[src/rtl/alu_wb_pkg.sv]
// Shared types and constants for the ALU retire/writeback stage.
package alu_wb_pkg;

  localparam int WB_DATA_W = 16;
  localparam int WB_REG_AW = 3;

  localparam int FLAG_Z = 2;
  localparam int FLAG_N = 1;
  localparam int FLAG_V = 0;

  typedef enum logic [1:0] {
    ST_IDLE,
    ST_ARB,
    ST_COMMIT
  } state_e;

  typedef struct packed {
    logic [WB_DATA_W-1:0] data;
    logic [2:0]           flags;
    logic [WB_REG_AW-1:0] rd;
    logic                 wb;
    logic                 setf;
  } entry_t;

endpackage

[src/rtl/alu_wb_fifo.sv]
// Two-entry FIFO holding retired ALU results ahead of the register-file write.
module alu_wb_fifo
  import alu_wb_pkg::*;
(
  input  logic   clk,
  input  logic   rst_n,
  input  logic   push,
  input  logic   pop,
  input  entry_t push_entry,
  output logic   full,
  output logic   empty,
  output entry_t head,
  output logic   second_wb
);

  entry_t     mem_q [2];
  entry_t     mem_d [2];
  logic       rd_ptr_q, rd_ptr_d;
  logic [1:0] count_q, count_d;
  logic       wr_ptr;

  // Write slot sits one past the head when a single entry is present.
  assign wr_ptr = rd_ptr_q ^ count_q[0];

  always_comb begin
    mem_d    = mem_q;
    rd_ptr_d = rd_ptr_q;
    count_d  = count_q + {1'b0, push} - {1'b0, pop};
    if (push) mem_d[wr_ptr] = push_entry;
    if (pop)  rd_ptr_d = ~rd_ptr_q;
  end

  always_ff @(posedge clk or negedge rst_n) begin
    if (!rst_n) begin
      mem_q[0] <= '0;
      mem_q[1] <= '0;
      rd_ptr_q <= 1'b0;
      count_q  <= 2'd0;
    end else begin
      mem_q    <= mem_d;
      rd_ptr_q <= rd_ptr_d;
      count_q  <= count_d;
    end
  end

  assign full      = (count_q == 2'd2);
  assign empty     = (count_q == 2'd0);
  assign head      = mem_q[rd_ptr_q];
  assign second_wb = mem_q[~rd_ptr_q].wb;

endmodule

[src/rtl/alu_writeback.sv]
// ALU retire stage: queues results, arbitrates for the RF write port, commits C/status.
// Build option: define ALU_WB_STICKY_OVF_EN for a sticky V flag cleared by clr_ovf.
//
// state     | meaning
// ST_IDLE   | queue empty, nothing to retire
// ST_ARB    | head needs RF write, rf_req held until rf_gnt
// ST_COMMIT | head retires this cycle (rf_we if wb), popped at edge
module alu_writeback
  import alu_wb_pkg::*;
#(
  parameter int DATA_W = WB_DATA_W,
  parameter int REG_AW = WB_REG_AW
) (
  input  logic              clk,
  input  logic              rst_n,
  input  logic              in_valid,
  output logic              in_ready,
  input  logic [DATA_W-1:0] in_data,
  input  logic [2:0]        in_flags,
  input  logic [REG_AW-1:0] in_rd,
  input  logic              in_wb,
  input  logic              in_setf,
  output logic              rf_req,
  input  logic              rf_gnt,
  output logic              rf_we,
  output logic [REG_AW-1:0] rf_waddr,
  output logic [DATA_W-1:0] rf_wdata,
  output logic [DATA_W-1:0] c_out,
  output logic [2:0]        status_out,
  input  logic              clr_ovf,
  output logic              busy
);

  state_e            state_q, state_d;
  logic [DATA_W-1:0] c_q, c_d;
  logic [2:0]        status_q, status_d;

  logic   push, pop, full, empty, second_wb;
  logic   nxt_avail, nxt_wb, commit_flags;
  entry_t in_entry, head;

  assign in_entry = '{data: in_data, flags: in_flags, rd: in_rd, wb: in_wb, setf: in_setf};
  assign in_ready = ~full;
  assign push     = in_valid & ~full;
  assign pop      = (state_q == ST_COMMIT);

  alu_wb_fifo u_fifo (
    .clk        (clk),
    .rst_n      (rst_n),
    .push       (push),
    .pop        (pop),
    .push_entry (in_entry),
    .full       (full),
    .empty      (empty),
    .head       (head),
    .second_wb  (second_wb)
  );

  // Next state is chosen from the queue as it will look after this edge,
  // so a fresh push reaches ARB/COMMIT without an extra IDLE cycle.
  always_comb begin
    if (pop) begin
      nxt_avail = full | push;
      nxt_wb    = full ? second_wb : in_wb;
    end else begin
      nxt_avail = ~empty | push;
      nxt_wb    = empty ? in_wb : head.wb;
    end
  end

  always_comb begin
    state_d = state_q;
    case (state_q)
      ST_IDLE:   if (nxt_avail) state_d = nxt_wb ? ST_ARB : ST_COMMIT;
      ST_ARB:    if (rf_gnt) state_d = ST_COMMIT;
      ST_COMMIT: state_d = nxt_avail ? (nxt_wb ? ST_ARB : ST_COMMIT) : ST_IDLE;
      default:   state_d = ST_IDLE;
    endcase
  end

  always_comb begin
    commit_flags = (state_q == ST_COMMIT) & head.setf;
    c_d          = (state_q == ST_COMMIT) ? head.data : c_q;
    status_d     = status_q;
    if (commit_flags) begin
      status_d[FLAG_Z] = head.flags[FLAG_Z];
      status_d[FLAG_N] = head.flags[FLAG_N];
    end
`ifdef ALU_WB_STICKY_OVF_EN
    status_d[FLAG_V] = (status_q[FLAG_V] & ~clr_ovf) | (commit_flags & head.flags[FLAG_V]);
`else
    if (commit_flags) status_d[FLAG_V] = head.flags[FLAG_V];
`endif
  end

`ifndef ALU_WB_STICKY_OVF_EN
  logic unused_clr_ovf;
  assign unused_clr_ovf = clr_ovf;
`endif

  always_ff @(posedge clk or negedge rst_n) begin
    if (!rst_n) begin
      state_q  <= ST_IDLE;
      c_q      <= '0;
      status_q <= 3'b000;
    end else begin
      state_q  <= state_d;
      c_q      <= c_d;
      status_q <= status_d;
    end
  end

  assign rf_req     = (state_q == ST_ARB);
  assign rf_we      = (state_q == ST_COMMIT) & head.wb;
  assign rf_waddr   = rf_we ? head.rd : '0;
  assign rf_wdata   = rf_we ? head.data : '0;
  assign c_out      = c_q;
  assign status_out = status_q;
  assign busy       = ~empty | (state_q != ST_IDLE);

endmodule

[config.mk]
export PLATFORM = sky130hd
export DESIGN_NAME = alu_writeback
export DESIGN_NICKNAME = d
export VERILOG_FILES = /design/src/rtl/alu_wb_pkg.sv /design/src/rtl/alu_wb_fifo.sv /design/src/rtl/alu_writeback.sv
export SDC_FILE = /design/constraint.sdc
export NUM_CORES = 1
export LEC_CHECK = 0
export ABC_AREA = 1
export CAP_MARGIN = 20
export CELL_PAD_IN_SITES_DETAIL_PLACEMENT = 1
export CELL_PAD_IN_SITES_GLOBAL_PLACEMENT = 1
export CORE_MARGIN = 1.5
export CORE_UTILIZATION = 37
export CTS_CLUSTER_SIZE = 16
export DETAILED_ROUTE_END_ITERATION = 16
export GPL_TIMING_DRIVEN = 0
export PLACE_DENSITY = 0.83
export SLEW_MARGIN = 20
export SYNTH_ARGS = -nofsm -noshare
export SYNTH_HDL_FRONTEND = slang
export SYNTH_SLANG_ARGS = --single-unit
[constraint.sdc]
create_clock -name clk -period 2.2 [get_ports clk]
set_clock_uncertainty 0.15 [all_clocks]
set_input_delay 0.44 -clock clk [delete_from_list [all_inputs] [get_ports clk]]
set_output_delay 0.44 -clock clk [all_outputs]
set_load 0.02 [all_outputs]
-- Word level (Yosys, flattened, before mapping)
Index checks and enable logic that the tools add are counted.
- register bits after elaboration: 72
- add/subtract/negate cells: 2
- magnitude comparators: 4
- equal/unequal tests: 5
- muxes and demuxes: 20
- bitwise logic cells: 13
- reductions and logical operators: 5
- operator list (operator ; count):
    24-bit two-way mux ; 4
    48-bit bitwise mux ; 1
    24-bit demux with 1-bit select ; 1
    16-bit two-way mux ; 1
    2-bit two-way mux ; 7
    2-bit greater-or-equal comparator (second input constant) ; 3
    1-bit inverter with 2-bit output ; 3
    2-bit case mux with 3 select lines ; 1
    2-bit == test (second input constant) ; 2
    2-bit zero test ; 2
    1-bit two-way mux ; 4
    1-bit bitwise AND ; 3
    3-bit two-way mux ; 1
    1-bit inverter ; 3
    1-bit bitwise OR ; 3
    2-bit by 1-bit adder with 2-bit output ; 1
    2-bit by 1-bit == test with 1-bit output (second input constant) ; 1
    2-bit by 1-bit < comparator with 1-bit output (second input constant) ; 1
    2-bit by 1-bit inequality test with 1-bit output (second input constant) ; 1
    2-bit inequality test (second input constant) ; 1
    2-bit AND reduction ; 1
    2-bit nonzero test ; 1
    2-bit by 1-bit subtractor with 2-bit output ; 1
    1-bit logical AND ; 1
    1-bit bitwise XOR ; 1

-- Logic depth before layout (Yosys ltp)
Gate-level depths: netlist (run 1).
- depth in word-level cells: 10
- mapped depth: 10

-- By module
Synthesis (run 1) repeated with hierarchy kept, for this count alone.
- cell total of the unflattened synthesis: 459
- area total of the unflattened synthesis: 3555.9 sq um
- by module, submodules not included (module ; instances ; cells each ; area an instance (sq um) ; seq. area each (sq um)):
    alu_wb_fifo ; 1 ; 311 ; 2511.2 ; 1276.2
    alu_writeback ; 1 ; 148 ; 1044.8 ; 525.5

-- Worst setup path after synthesis (run 1)
OpenSTA, ideal clock, no wires.
- path kind: register to output
- start: register u_fifo.rd_ptr_q
- end: output rf_waddr[0]
- arrival time: 1.578 ns
- data required time: 1.610 ns
- path slack: 0.032 ns
- cell stages (with the launch flop): 9
- path buffers: 1
- cell sequence: dfrtp_1 buf_4 inv_2 nand2_1 nand2_1 inv_2 nor2_1 inv_1 a21oi_1
- cells in the longest elaborated chain, start to end: 6
- ends and longest elaborated chain (item ; line ; text):
    start, declared ; alu_wb_fifo.sv:18 ; logic rd_ptr_q, rd_ptr_d;
    start signal, assigned ; alu_wb_fifo.sv:41 ; rd_ptr_q <= rd_ptr_d;
    1-bit inverter with 2-bit output (not written as such) ; alu_wb_fifo.sv:48 ; assign head = mem_q[rd_ptr_q];
    24-bit two-way mux (not written as such) (3 in series) ; alu_wb_fifo.sv:48 ;
    1-bit bitwise AND ; alu_writeback.sv:114 ; assign rf_we = (state_q == ST_COMMIT) & head.wb;
    net rf_we ; alu_writeback.sv:25 ; output logic rf_we,
    3-bit two-way mux ; alu_writeback.sv:115 ; assign rf_waddr = rf_we ? head.rd : '0;
    end, declared ; alu_writeback.sv:26 ; output logic [REG_AW-1:0] rf_waddr,
The timed path passes the listed nets, and every way through them passes these cells. The select of a mux whose other input is x is not followed.

-- Worst setup path after layout (run 1)
- start: register state_q[0]
- end: output rf_waddr[2]
- cells in the longest elaborated chain, start to end: 3
- ends and longest elaborated chain (item ; line ; text):
    start, declared ; alu_writeback.sv:34 ; state_e state_q, state_d;
    start signal, assigned ; alu_writeback.sv:107 ; state_q <= state_d;
    2-bit == test ; alu_writeback.sv:114 ;
    1-bit bitwise AND ; alu_writeback.sv:114 ;
    3-bit two-way mux ; alu_writeback.sv:115 ;
No other way between the ends.

==> metrics.log, run 1 <==
[metrics] run status: complete, but fails checks
[metrics] violated checks: negative setup slack
[metrics] Slew Limit Headroom: 59.7%
[metrics] height of the die: 96.8 um
[metrics] Final Hold Vio Count: 0
[metrics] WHS Path Cells: 2
[metrics] maximum buffer depth of the clock tree: 2
[metrics] startpoint type of the worst setup path: flip-flop
[metrics] min cycle time layout: 2.21 ns
[metrics] post-route setup slack: -0.00901 ns
[metrics] number of top-level design ports: 71
[metrics] detailed-route wire length: 9540 um
[metrics] number of H-tree branching levels: 3
[metrics] largest net degree at the start of global routing: 45
[metrics] IO buf count: 69
[metrics] Critical Setup Path Class: flip-flop to output port
[metrics] PwrDens: 1700 mW/mm2
[metrics] root buffer selected by CTS: sky130_fd_sc_hd__clkbuf_8
[metrics] setup tns final: -0.00901 ns
[metrics] global-route wire length before repair: 15400 um
[metrics] Total Power: 7760 uW
[metrics] Net Sw Frac: 44.3%
[metrics] fin crit share: 100%
[metrics] mean area per synthesized cell: 8.39 um2
[metrics] antenna violations before repair: 0
[metrics] effective utilization at floorplan: 37.7%
[metrics] FF-to-FF End: u_fifo.mem_q[4]
[metrics] GRT Residual Overflow: 0
[metrics] sequential cell area fraction in the yosys report: 55.3%
[metrics] Least-Margin Pin Slew: 0.605 ns
[metrics] Arr. time, crit path: 1.62 ns
[metrics] clock latency on the worst-skew pair: 0.35 ns
[metrics] path type of the worst min-delay path: flip-flop to flip-flop
[metrics] start of the worst register-to-register path: u_fifo.rd_ptr_q
[metrics] WHS Endpoint: c_out[2]
[metrics] average routed wire per standard cell: 16.0 um
[metrics] relative contribution of the clock network to total power: 12.9%
[metrics] share of async-settable or async-resettable flops after synthesis: 100%
[metrics] Synth Area in Adders: 0.384%
[metrics] total die area: 0.00937 mm2
[metrics] count of flip-flops with a built-in enable after synthesis: 0
[metrics] post-detailed-route via-to-cell ratio: 4.88
[metrics] primary flip-flop cell chosen by synthesis mapping: sky130_fd_sc_hd__dfrtp_1
[metrics] CTS buffer count: 9
[metrics] sequential share of power: 30.9%
[metrics] number of unique standard cell types used by synthesis: 26
[metrics] xor/xnor cell area share of the yosys netlist: 1.31%
[metrics] share of cells above drive strength 1: 24.2%
[metrics] relative area change from synthesis to final layout: 40.5%
[metrics] category of the worst setup path capture point: output port
[metrics] Site Rows: 34
[metrics] die width: 96.8 um
[metrics] CTS tree: done
[metrics] FF-to-FF setup slack: 0.28 ns
[metrics] final setup violation count: 1
[metrics] cells after synthesis: 388
[metrics] net switching power of the design: 3440 uW
[metrics] count of inserted antenna diode cells: 0
[metrics] multiplexer share of the synthesized area: 0%
[metrics] setup repair after global routing missed its margin: yes
[metrics] detailed-router iteration count before antenna repair: 4
[metrics] final-report max-slew violation count: 0
[metrics] Gate power share: 56.2%
[metrics] count of fill cells added during filler insertion: 1001
[metrics] Highest Clock Rate: 0.453 GHz
[metrics] Post-Synth Simple-Gate Area: 22.5%
[metrics] total number of nets in the final design: 512
[metrics] Final ANT Viol Nets: 0
[metrics] Int Pwr: 4320 uW
[metrics] main combinational cell family by area after synthesis: simple AND/OR/NAND/NOR gates
[metrics] cell area after synthesis: 0.00326 mm2
[metrics] worst hold margin: 0.331 ns
[metrics] Sinks on Clock Net: 72
[metrics] share of the synthesized area in compound gates (AO/OA/AOI/OAI): 12.3%
[metrics] final RePlAce weighted congestion: 0.756
[metrics] Starting DRT DRC Count: 95
[metrics] max cap viols: 0
[metrics] worst path required time: 1.61 ns
[metrics] cell count of the worst reg-to-reg path: 6
[metrics] LEAKAGE: 0.00226 uW
[metrics] number of global-route vias before repair: 3084
[metrics] CTS clock-pin slew for the worst setup and hold paths: 0.08 ns
[metrics] DRC violations left: 0
[metrics] via total after detailed routing: 2905
[metrics] worst slack, placed: -0.475 ns
[metrics] beginning of the worst hold path: c_out[2]
[metrics] number of warnings issued by yosys: 0
[metrics] synthesized flop and latch total: 72
[metrics] Max VDD drop: 0.578 mV
[metrics] total routing resource utilization after global routing: 20.8%
[metrics] Mapped Nets: 418
[metrics] CP max FO: 9
[metrics] Detail Placement HPWL: 6290 um
[metrics] Multi-input gate area: 0.00132 mm2
[metrics] placeable core region: 0.00864 mm2
[metrics] Storage cell area: 0.00180 mm2
-- cell usage after synthesis (2+ instances only) --
cell	instances	share of area (%)
sky130_fd_sc_hd__xnor2_1	2	0.54
sky130_fd_sc_hd__inv_1	31	3.6
sky130_fd_sc_hd__buf_2	8	1.2
sky130_fd_sc_hd__buf_6	6	2.1
sky130_fd_sc_hd__a21oi_1	3	0.46
sky130_fd_sc_hd__nor2_1	56	6.5
sky130_fd_sc_hd__clkbuf_1	5	0.58
sky130_fd_sc_hd__o21ai_1	32	4.9
sky130_fd_sc_hd__nand2_1	118	14
sky130_fd_sc_hd__a31oi_1	3	0.58
sky130_fd_sc_hd__dfrtp_1	72	55
sky130_fd_sc_hd__inv_2	3	0.35
sky130_fd_sc_hd__o21ai_0	24	3.7
sky130_fd_sc_hd__nand3_1	6	0.92
sky130_fd_sc_hd__o21ai_2	8	2.2
-- power by group through the flow --
stage / logic [uW] / registers, uW / clock network (uW)
after global placement: 3570 / 2320 / 0
after floorplan: 2170 / 2480 / 0
after global routing: 4800 / 2470 / 1090
after CTS: 4020 / 2360 / 1020
final: 4360 / 2400 / 1000
after detailed placement: 3710 / 2360 / 0
-- stage by stage --
stage	cell area (um2)	instances	util (%)
floorplan	3260	388	-
global placement	4080	565	47.3
detailed placement	4110	566	47.6
CTS	4400	587	51.0
global route	4570	595	53.0
finish	4570	595	53.0
-- cell usage in the layout (no fill, tap or decap), drive strengths merged, types with 3 or more instances in the layout --
cell	synthesis	routed
xnor2	3	3
dfrtp	72	72
inv	35	35
nand3	6	6
dlygate4sd2	0	3
clkbuf	5	17
o21ai	64	64
nand2	120	120
nor2	57	57
a31oi	3	3
buf	15	49
a21oi	4	4
clkdlybuf4s50	0	45
clkinv	0	3
-- kinds of logic (layout without fill, tap and decap cells) --
group                    Yosys count  count (layout)
AO/OA/AOI/OAI                     72              72
XOR/XNOR                           4               4
adder cells (fa/ha/maj)            1               1
buffers and inverters             55             154
flip-flops                        72              72
AND/OR/NAND/NOR                  184             184
-- worst max-delay path by stage --
stage | start | endpoint | slack [ns]
after floorplan | u_fifo.rd_ptr_q | rf_waddr[0] | 0.03
after CTS | state_q[0] | rf_wdata[9] | -0.02
after detailed placement | u_fifo.rd_ptr_q | rf_wdata[9] | -0.48
final | state_q[0] | rf_waddr[2] | -0.009
after global routing | state_q[0] | rf_waddr[0] | -0.07
after global placement | rst_n | state_q[0] | -1.92
-- final cells by class --
cell class | count | share of cell area, %
Sequential cell | 72 | 39.4
Multi-Input combinational cell | 261 | 28.9
Timing Repair Buffer | 83 | 16.8
Buffer | 20 | 4.76
Inverter | 35 | 3.20
Clock buffer | 12 | 2.95
Tap cell | 108 | 2.95
Clock inverter | 4 | 0.985
-- metal layers --
layer  part of all wire, %  global-route usage, %
met5                     0                      0
met4                   1.7                   9.48
met3                   3.3                   3.03
met2                    50                   35.1
met1                    45                   26.4
-- critical path, cell delays in order (launching register included) --
cell                      delay (ns)
sky130_fd_sc_hd__dfrtp_1        0.41
sky130_fd_sc_hd__inv_2          0.09
sky130_fd_sc_hd__nand2_4        0.11
sky130_fd_sc_hd__buf_12         0.17
sky130_fd_sc_hd__nor2_4         0.12
sky130_fd_sc_hd__inv_2          0.07
sky130_fd_sc_hd__a21oi_2        0.13
sky130_fd_sc_hd__buf_4          0.16
-- sequential cells by signal, indices dropped and copies added, names as in the netlist --
register and count:
c_out 16, u_fifo.count_q 2, u_fifo.mem_q 48, status_out 3
state_q 2, u_fifo.rd_ptr_q 1
-- what timing repair did --
action	4_1_cts	5_1_grt
buffers inserted	4	7
pin swaps	4	9
hold buffers	1	0
hold endpoints to repair	28	0
cloned	0	1
resized for setup	148	42
endpoints found under the setup margin	22	20
Note: power is estimated with default switching activity, not from simulation.
==> run 2, diff against run 1 <==
--- a/config.mk
+++ b/config.mk
@@ -13,8 +13,8 @@
 export CORE_UTILIZATION = 37
 export CTS_CLUSTER_SIZE = 16
 export DETAILED_ROUTE_END_ITERATION = 16
-export GPL_TIMING_DRIVEN = 0
 export PLACE_DENSITY = 0.83
+export SETUP_SLACK_MARGIN = 0.1
 export SLEW_MARGIN = 20
 export SYNTH_ARGS = -nofsm -noshare
 export SYNTH_HDL_FRONTEND = slang
==> run 2 against run 1 <==
  * Worst hold slack better by 0.0065 ns
  * Clock power up 4%
  * Sequential power about the same
  * Via count up 0.31%
  * Die area unchanged
  * The run still ends with negative setup slack left
  * Core utilization up 1.1 points
  * Critical path type unchanged
  * Sequential share of layout area down 0.81 points
  * Setup slack worse by 0.017 ns
  * Non-clock buffer count up 3
  * Highest routed layer unchanged
  * Maximum frequency down 0.78%
==> metrics.log, run 2 (same netlist as run 1, synthesis figures left out) <==
[metrics] run status: complete, but fails checks (unchanged)
[metrics] violated checks: negative setup slack (unchanged)
[metrics] CTS clock-pin slew for the worst setup and hold paths: 0.07 ns (was 0.08 ns)
[metrics] CP max FO: 6 (was 9)
[metrics] leading cell type in the layout, fill and taps excluded: sky130_fd_sc_hd__nand2_1 (unchanged)
[metrics] category of the worst setup path capture point: output port (unchanged)
[metrics] post-route design area: 0.00467 mm2 (was 0.00457 mm2)
[metrics] total routing resource utilization after global routing: 20.3% (was 20.8%)
[metrics] GRT Residual Overflow: 0 (unchanged)
[metrics] most used cells in the layout excluding fill and tap cells: 115 x sky130_fd_sc_hd__nand2_1, 71 x sky130_fd_sc_hd__dfrtp_1, 45 x sky130_fd_sc_hd__clkdlybuf4s50_1, 41 x sky130_fd_sc_hd__o21ai_1, 34 x sky130_fd_sc_hd__buf_4 (was 115 x sky130_fd_sc_hd__nand2_1, 71 x sky130_fd_sc_hd__dfrtp_1, 45 x sky130_fd_sc_hd__clkdlybuf4s50_1, 41 x sky130_fd_sc_hd__nor2_1, 38 x sky130_fd_sc_hd__o21ai_1)
[metrics] total die area: 0.00937 mm2 (unchanged)
[metrics] post-route setup slack: -0.0264 ns (was -0.00901 ns)
[metrics] Arr. time, crit path: 1.64 ns (was 1.62 ns)
[metrics] Slew Limit Headroom: 72.6% (was 59.7%)
[metrics] number of global-route vias before repair: 3087 (was 3084)
[metrics] post-placement cell count: 570 (was 566)
[metrics] CTS tree: done (unchanged)
[metrics] detailed-route wire length: 9380 um (was 9540 um)
[metrics] Highest Clock Rate: 0.449 GHz (was 0.453 GHz)
[metrics] Max VDD drop: 0.532 mV (was 0.578 mV)
[metrics] FF-to-FF setup slack: 0.21 ns (was 0.28 ns)
[metrics] relative area change from synthesis to final layout: 43.4% (was 40.5%)
[metrics] largest net degree at the start of global routing: 49 (was 45)
[metrics] Detail Placement HPWL: 6120 um (was 6290 um)
[metrics] Site Rows: 34 (unchanged)
[metrics] die width: 96.8 um (unchanged)
[metrics] antenna violations before repair: 0 (unchanged)
[metrics] height of the die: 96.8 um (unchanged)
[metrics] worst path required time: 1.61 ns (about the same)
[metrics] final setup violation count: 3 (was 1)
[metrics] DRC violations left: 0 (unchanged)
[metrics] max cap viols: 0 (unchanged)
[metrics] number of top-level design ports: 71 (unchanged)
[metrics] global-route wire length before repair: 15200 um (was 15400 um)
[metrics] Total Power: 7980 uW (was 7760 uW)
[metrics] effective utilization at floorplan: 37.7% (unchanged)
[metrics] startpoint type of the worst setup path: flip-flop (unchanged)
[metrics] root buffer selected by CTS: sky130_fd_sc_hd__clkbuf_8 (unchanged)
[metrics] final RePlAce weighted congestion: 0.737 (was 0.756)
[metrics] Final ANT Viol Nets: 0 (unchanged)
[metrics] Starting DRT DRC Count: 163 (was 95)
[metrics] Least-Margin Pin Slew: 0.411 ns (was 0.605 ns)
[metrics] final-report max-slew violation count: 0 (unchanged)
[metrics] total number of nets in the final design: 515 (was 512)
[metrics] Reg with most FFs: u_fifo.mem_q (unchanged)
[metrics] via total after detailed routing: 2914 (was 2905)
[metrics] min cycle time layout: 2.23 ns (was 2.21 ns)
[metrics] Critical Setup Path Class: flip-flop to output port (unchanged)
[metrics] IO buf count: 69 (unchanged)
[metrics] count of inserted antenna diode cells: 0 (unchanged)
[metrics] PwrDens: 1710 mW/mm2 (was 1700 mW/mm2)
[metrics] LEAKAGE: 0.00228 uW (was 0.00226 uW)
[metrics] placeable core region: 0.00864 mm2 (unchanged)
[metrics] fin crit share: 101% (was 100%)
[metrics] post-detailed-route via-to-cell ratio: 4.88 (about the same)
[metrics] path type of the worst min-delay path: flip-flop to flip-flop (unchanged)
[metrics] Final Hold Vio Count: 0 (unchanged)
[metrics] CTS buffer count: 9 (unchanged)
[metrics] number of H-tree branching levels: 3 (unchanged)
[metrics] final core occ: 54.1% (was 53.0%)
[metrics] clock latency on the worst-skew pair: 0.34 ns (was 0.35 ns)
[metrics] detailed-router iteration count before antenna repair: 4 (unchanged)
[metrics] Sinks on Clock Net: 72 (unchanged)
[metrics] share of cells above drive strength 1: 26.2% (was 24.2%)
[metrics] setup repair after global routing missed its margin: yes (unchanged)
[metrics] average routed wire per standard cell: 15.7 um (was 16.0 um)
[metrics] maximum buffer depth of the clock tree: 2 (unchanged)
[metrics] number of standard cells in the final layout excluding fillers: 597 (was 595)
[metrics] number of flip-flops under the largest register name: 48 (unchanged)
[metrics] Placed Instance Area: 0.00415 mm2 (was 0.00411 mm2)
run 2: worst max-delay path, stage by stage (launching register included):
cell                      delay, ns
sky130_fd_sc_hd__dfrtp_1       0.40
sky130_fd_sc_hd__inv_2         0.09
sky130_fd_sc_hd__nand2_4       0.08
sky130_fd_sc_hd__buf_8         0.14
sky130_fd_sc_hd__buf_8         0.13
sky130_fd_sc_hd__nor2_2        0.09
sky130_fd_sc_hd__o21ai_1       0.13
sky130_fd_sc_hd__nor2_4        0.11
sky130_fd_sc_hd__buf_6         0.12
run 2: layout make-up:
class,instances,area [um2]
fillers,1007,3970
flip-flops and latches,72,1800
multi-input cells,261,1370
repair buffers,106,1040
clock buffers,12,145
inverters,35,139
well taps,108,135
clock inverters,3,42.5
run 2: stage by stage:
step	setup WS (ns)	TNS (ns)	hold slack, ns
final	-0.0264	-0.0384	0.337
after global routing	-0.0842	-0.488	0.367
after global placement	-0.136	-0.948	0.246
after floorplan	0.0317	0	-0.00559
after detailed placement	-0.156	-1.83	0.253
after CTS	-0.0316	-0.128	0.338
run 2: layer usage:
layer  global-route usage (%)  vias to the layer above  routed length [um]
met1                     24.5                     1434                3840
li1                         -                     1408                   -
met2                     36.6                       63                5130
met5                        0                        -                   0
met4                     5.91                        0                 100
met3                     3.68                        9                 308
run 2: timing repair:
item | in CTS | in global routing
setup endpoints to repair | 23 | 40
gates cloned | 1 | 0
pin swaps | 4 | 6
hold endpoints to repair | 30 | 0
setup buffers | 7 | 4
resized for setup | 164 | 37
hold buffers | 1 | 0
run 2: power by group:
group | internal, uW | switching, uW
combinational | 1950 | 2570
clock | 548 | 492
sequential | 1990 | 435
run 2: worst paths after layout:
path,startpoint,end,cells past startpoint
hold reg to reg,c_out[2],c_out[2],2
min in group asynchronous,rst_n,u_fifo.mem_q[43],2
hold / removal,c_out[2],c_out[2],2
setup / recovery,state_q[0],rf_wdata[7],8
setup reg to reg,u_fifo.rd_ptr_q,u_fifo.mem_q[22],7
max in group asynchronous,rst_n,c_out[2],3
==> run 3, diff against run 2 <==
--- a/config.mk
+++ b/config.mk
@@ -5,15 +5,14 @@
 export SDC_FILE = /design/constraint.sdc
 export NUM_CORES = 1
 export LEC_CHECK = 0
-export ABC_AREA = 1
 export CAP_MARGIN = 20
 export CELL_PAD_IN_SITES_DETAIL_PLACEMENT = 1
 export CELL_PAD_IN_SITES_GLOBAL_PLACEMENT = 1
 export CORE_MARGIN = 1.5
-export CORE_UTILIZATION = 37
+export CORE_UTILIZATION = 40
 export CTS_CLUSTER_SIZE = 16
 export DETAILED_ROUTE_END_ITERATION = 16
-export PLACE_DENSITY = 0.83
+export PLACE_DENSITY = 0.9
 export SETUP_SLACK_MARGIN = 0.1
 export SLEW_MARGIN = 20
 export SYNTH_ARGS = -nofsm -noshare
==> run 3 against run 2 <==
  * Design area down 4.3%
  * Clock power fell by 10%
  * Wire length is 19% lower
  * Total power fell by 6.6%
  * Sequential power about the same
  * Critical path depth is 2 lower
  * Largest power group unchanged
  * Die area fell by 7.8%
  * Non-clock buffer count is 16 lower
  * Sequential share of layout area rose by 1.8 points
  * The run still ends with negative setup slack left
  * Clock-buffer cell count is 2 lower
  * Critical path type unchanged
==> metrics.log, run 3 <==
[metrics] Final Hold Vio Count: 0 (unchanged)
[metrics] cell area after synthesis: 0.00324 mm2 (was 0.00326 mm2)
[metrics] largest net degree at the start of global routing: 40 (was 49)
[metrics] primary flip-flop cell chosen by synthesis mapping: sky130_fd_sc_hd__dfrtp_1 (unchanged)
[metrics] Least-Margin Pin Slew: 0.451 ns (was 0.411 ns)
[metrics] top post-synthesis cells by area: sky130_fd_sc_hd__dfrtp_1 56%, sky130_fd_sc_hd__mux2_2 10%, sky130_fd_sc_hd__mux2_4 9.3%, sky130_fd_sc_hd__mux2i_1 7.1%, sky130_fd_sc_hd__nor2_1 3.2% (was sky130_fd_sc_hd__dfrtp_1 55%, sky130_fd_sc_hd__nand2_1 14%, sky130_fd_sc_hd__nor2_1 6.5%, sky130_fd_sc_hd__o21ai_1 4.9%, sky130_fd_sc_hd__o21ai_0 3.7%)
[metrics] start of the worst register-to-register path: u_fifo.rd_ptr_q (unchanged)
[metrics] final setup violation count: 7 (was 3)
[metrics] IO buf count: 69 (unchanged)
[metrics] Site Rows: 32 (was 34)
[metrics] beginning of the worst hold path: c_out[6] (was c_out[2])
[metrics] count of inserted antenna diode cells: 0 (unchanged)
[metrics] total routing resource utilization after global routing: 18.6% (was 20.3%)
[metrics] number of unique standard cell types used by synthesis: 28 (was 26)
[metrics] share of cells above drive strength 1: 39.7% (was 26.2%)
[metrics] effective utilization at floorplan: 41.7% (was 37.7%)
[metrics] Final ANT Viol Nets: 0 (unchanged)
[metrics] detailed-route wire length: 7570 um (was 9380 um)
[metrics] GRT Residual Overflow: 0 (unchanged)
[metrics] detailed-router iteration count before antenna repair: 4 (unchanged)
[metrics] leading cell type in the layout, fill and taps excluded: sky130_fd_sc_hd__dfrtp_1 (was sky130_fd_sc_hd__nand2_1)
[metrics] synthesized flop and latch total: 72 (unchanged)
[metrics] most frequent cells after synthesis: 72 x sky130_fd_sc_hd__dfrtp_1, 30 x sky130_fd_sc_hd__mux2_2, 28 x sky130_fd_sc_hd__nor2_1 (was 118 x sky130_fd_sc_hd__nand2_1, 72 x sky130_fd_sc_hd__dfrtp_1, 56 x sky130_fd_sc_hd__nor2_1)
[metrics] cell count of the worst reg-to-reg path: 6 (was 7)
[metrics] maximum buffer depth of the clock tree: 2 (unchanged)
[metrics] Sinks on Clock Net: 72 (unchanged)
[metrics] Max VDD drop: 0.717 mV (was 0.532 mV)
[metrics] worst path required time: 1.61 ns (about the same)
[metrics] height of the die: 93.0 um (was 96.8 um)
[metrics] number of H-tree branching levels: 3 (unchanged)
[metrics] post-route setup slack: -0.0266 ns (was -0.0264 ns)
[metrics] setup repair after global routing missed its margin: yes (unchanged)
[metrics] number of top-level design ports: 71 (unchanged)
[metrics] sequential cell area fraction in the yosys report: 55.6% (was 55.3%)
[metrics] count of flip-flops with a built-in enable after synthesis: 0 (unchanged)
[metrics] count of fill cells added during filler insertion: 789 (was 1007)
[metrics] CP max FO: 5 (was 6)
[metrics] timing startpoint of the critical path: u_fifo.rd_ptr_q (was state_q[0])
[metrics] WHS Path Cells: 2 (unchanged)
[metrics] post-route design area: 0.00447 mm2 (was 0.00467 mm2)
[metrics] placeable core region: 0.00777 mm2 (was 0.00864 mm2)
[metrics] Starting DRT DRC Count: 64 (was 163)
[metrics] Reg with most FFs: u_fifo.mem_q (unchanged)
[metrics] category of the worst setup path capture point: output port (unchanged)
[metrics] Highest Clock Rate: 0.449 GHz (about the same)
[metrics] PwrDens: 1670 mW/mm2 (was 1710 mW/mm2)
[metrics] global-route wire length before repair: 12200 um (was 15200 um)
[metrics] startpoint type of the worst setup path: flip-flop (unchanged)
[metrics] most used cells in the layout excluding fill and tap cells: 71 x sky130_fd_sc_hd__dfrtp_1, 45 x sky130_fd_sc_hd__clkdlybuf4s50_1, 29 x sky130_fd_sc_hd__mux2_2, 21 x sky130_fd_sc_hd__mux2_4, 20 x sky130_fd_sc_hd__buf_6 (was 115 x sky130_fd_sc_hd__nand2_1, 71 x sky130_fd_sc_hd__dfrtp_1, 45 x sky130_fd_sc_hd__clkdlybuf4s50_1, 41 x sky130_fd_sc_hd__o21ai_1, 34 x sky130_fd_sc_hd__buf_4)
[metrics] root buffer selected by CTS: sky130_fd_sc_hd__clkbuf_8 (unchanged)
[metrics] number of flip-flops under the largest register name: 48 (unchanged)
[metrics] number of warnings issued by yosys: 0 (unchanged)
[metrics] violated checks: negative setup slack (unchanged)
[metrics] post-synth top area cell: sky130_fd_sc_hd__dfrtp_1 (unchanged)
[metrics] final RePlAce weighted congestion: 0.737 (about the same)
[metrics] share of async-settable or async-resettable flops after synthesis: 100% (unchanged)
[metrics] CTS tree: done (unchanged)
[metrics] via total after detailed routing: 2227 (was 2914)
[metrics] Placed Instance Area: 0.00409 mm2 (was 0.00415 mm2)
[metrics] CTS buffer count: 9 (unchanged)
[metrics] number of global-route vias before repair: 2431 (was 3087)
[metrics] min cycle time layout: 2.23 ns (about the same)
[metrics] mean area per synthesized cell: 12.8 um2 (was 8.39 um2)
[metrics] CTS clock-pin slew for the worst setup and hold paths: 0.07 ns (about the same)
[metrics] run status: complete, but fails checks (unchanged)
[metrics] max cap viols: 0 (unchanged)
[metrics] Slew Limit Headroom: 69.9% (was 72.6%)
[metrics] DRC violations left: 0 (unchanged)
[metrics] area share of the largest cell type after synthesis: 55.6% (was 55.3%)
[metrics] die width: 93.0 um (was 96.8 um)
[metrics] Mapped Nets: 282 (was 418)
[metrics] Detail Placement HPWL: 5250 um (was 6120 um)
[metrics] antenna violations before repair: 0 (unchanged)
[metrics] post-detailed-route via-to-cell ratio: 5.00 (was 4.88)
[metrics] relative area change from synthesis to final layout: 38.0% (was 43.4%)
[metrics] worst hold margin: 0.332 ns (was 0.337 ns)
[metrics] Multi-input gate area: 0.00142 mm2 (was 0.00137 mm2)
[metrics] Storage cell area: 0.00180 mm2 (unchanged)
[metrics] Arr. time, crit path: 1.64 ns (about the same)
[metrics] total die area: 0.00864 mm2 (was 0.00937 mm2)
[metrics] final-report max-slew violation count: 0 (unchanged)
[metrics] cells after synthesis: 252 (was 388)
[metrics] path type of the worst min-delay path: flip-flop to flip-flop (unchanged)
[metrics] fin crit share: 101% (about the same)
[metrics] clock latency on the worst-skew pair: 0.34 ns (about the same)
[metrics] leading cell type by number of instances after synthesis: sky130_fd_sc_hd__dfrtp_1 (was sky130_fd_sc_hd__nand2_1)
[metrics] average routed wire per standard cell: 17.0 um (was 15.7 um)
[metrics] Critical Setup Path Class: flip-flop to output port (unchanged)
[metrics] LEAKAGE: 0.00202 uW (was 0.00228 uW)
[metrics] total number of nets in the final design: 369 (was 515)
## run 3: cell count changes in the layout (fill, tap and decap cells not counted), sizes merged, moves of 15 or more
cell,before,now
o21ai,64,20
mux2,0,50
nor2,57,28
mux2i,0,23
nand2,120,21
inv,35,3
buf,56,41
## run 3: timing repair
item / 4_1_cts / 5_1_grt
buffers inserted: 4 / 1
endpoints found under the setup margin: 47 / 44
hold endpoints to repair: 33 / 0
hold buffers: 1 / 0
gates resized for setup: 150 / 8
pin swaps: 3 / 0
gates cloned: 0 / 0
## run 3: cell type report
cell class	count	share of cell area, %
Sequential cell	72	40.4
Tap cell	102	2.86
Inverter	2	0.224
Timing Repair Buffer	90	21.0
Clock buffer	10	3.08
Multi-Input combinational cell	164	31.8
Clock inverter	5	0.728
## run 3: worst paths after layout
| check | endpoint | slack [ns] |
|---|---|---|
| worst min register to register | c_out[6] | 0.33 |
| worst max-delay path | rf_waddr[2] | -0.03 |
| worst min-delay path | c_out[6] | 0.33 |
| worst max register to register | u_fifo.mem_q[19] | 0.03 |
| min in group asynchronous | u_fifo.mem_q[40] | 0.44 |
| max in group asynchronous | u_fifo.rd_ptr_q | 0.89 |
## run 3: critical path: stages, from the launching register on
cell and delay (ns):
sky130_fd_sc_hd__dfrtp_2 0.43, sky130_fd_sc_hd__mux2_4 0.33, sky130_fd_sc_hd__nand2b_4 0.11, sky130_fd_sc_hd__buf_8 0.14, sky130_fd_sc_hd__buf_12 0.11, sky130_fd_sc_hd__nor2_2 0.04, sky130_fd_sc_hd__buf_6 0.13
## run 3: per-stage QoR
| step | setup TNS (ns) | util [%] | power [uW] | std cells | worst slack, ns |
|---|---|---|---|---|---|
| after floorplan | 0 | - | 4780 | 252 | 0.255 |
| after global placement | -0.186 | 52.6 | 5910 | 424 | -0.0407 |
| after detailed placement | -0.541 | 52.6 | 6110 | 424 | -0.0689 |
| after CTS | -0.149 | 57.1 | 7440 | 444 | -0.0379 |
| after global routing | -1.13 | 57.5 | 7930 | 445 | -0.0806 |
| final | -0.115 | 57.5 | 7460 | 445 | -0.0266 |
## run 3: metal layers
layer	GRT usage [%]	vias to the layer above	share of wire [%]
li1	-	1032	-
met1	23.1	1123	43
met2	30.8	58	51
met3	5.12	14	4.8
met4	7.20	0	1.8
met5	0	-	0
## run 3: cell families (layout without fill, tap and decap cells)
group | Yosys count | after routing | share of synthesized area [%]
muxes | 73 | 73 | 26.8
xor gates and xnor gates | 4 | 4 | 1.08
AOI/OAI and AO/OA | 29 | 29 | 4.98
and+or+nand+nor | 57 | 57 | 7.61
buffers and inverters | 16 | 107 | 3.48
adders and majority gates | 1 | 1 | 0.386
DFF | 72 | 72 | 55.6
## run 3: power by group
group | internal [uW] | switching [uW]
Clock | 434 | 500
Combinational | 2150 | 1930
Sequential | 2020 | 423
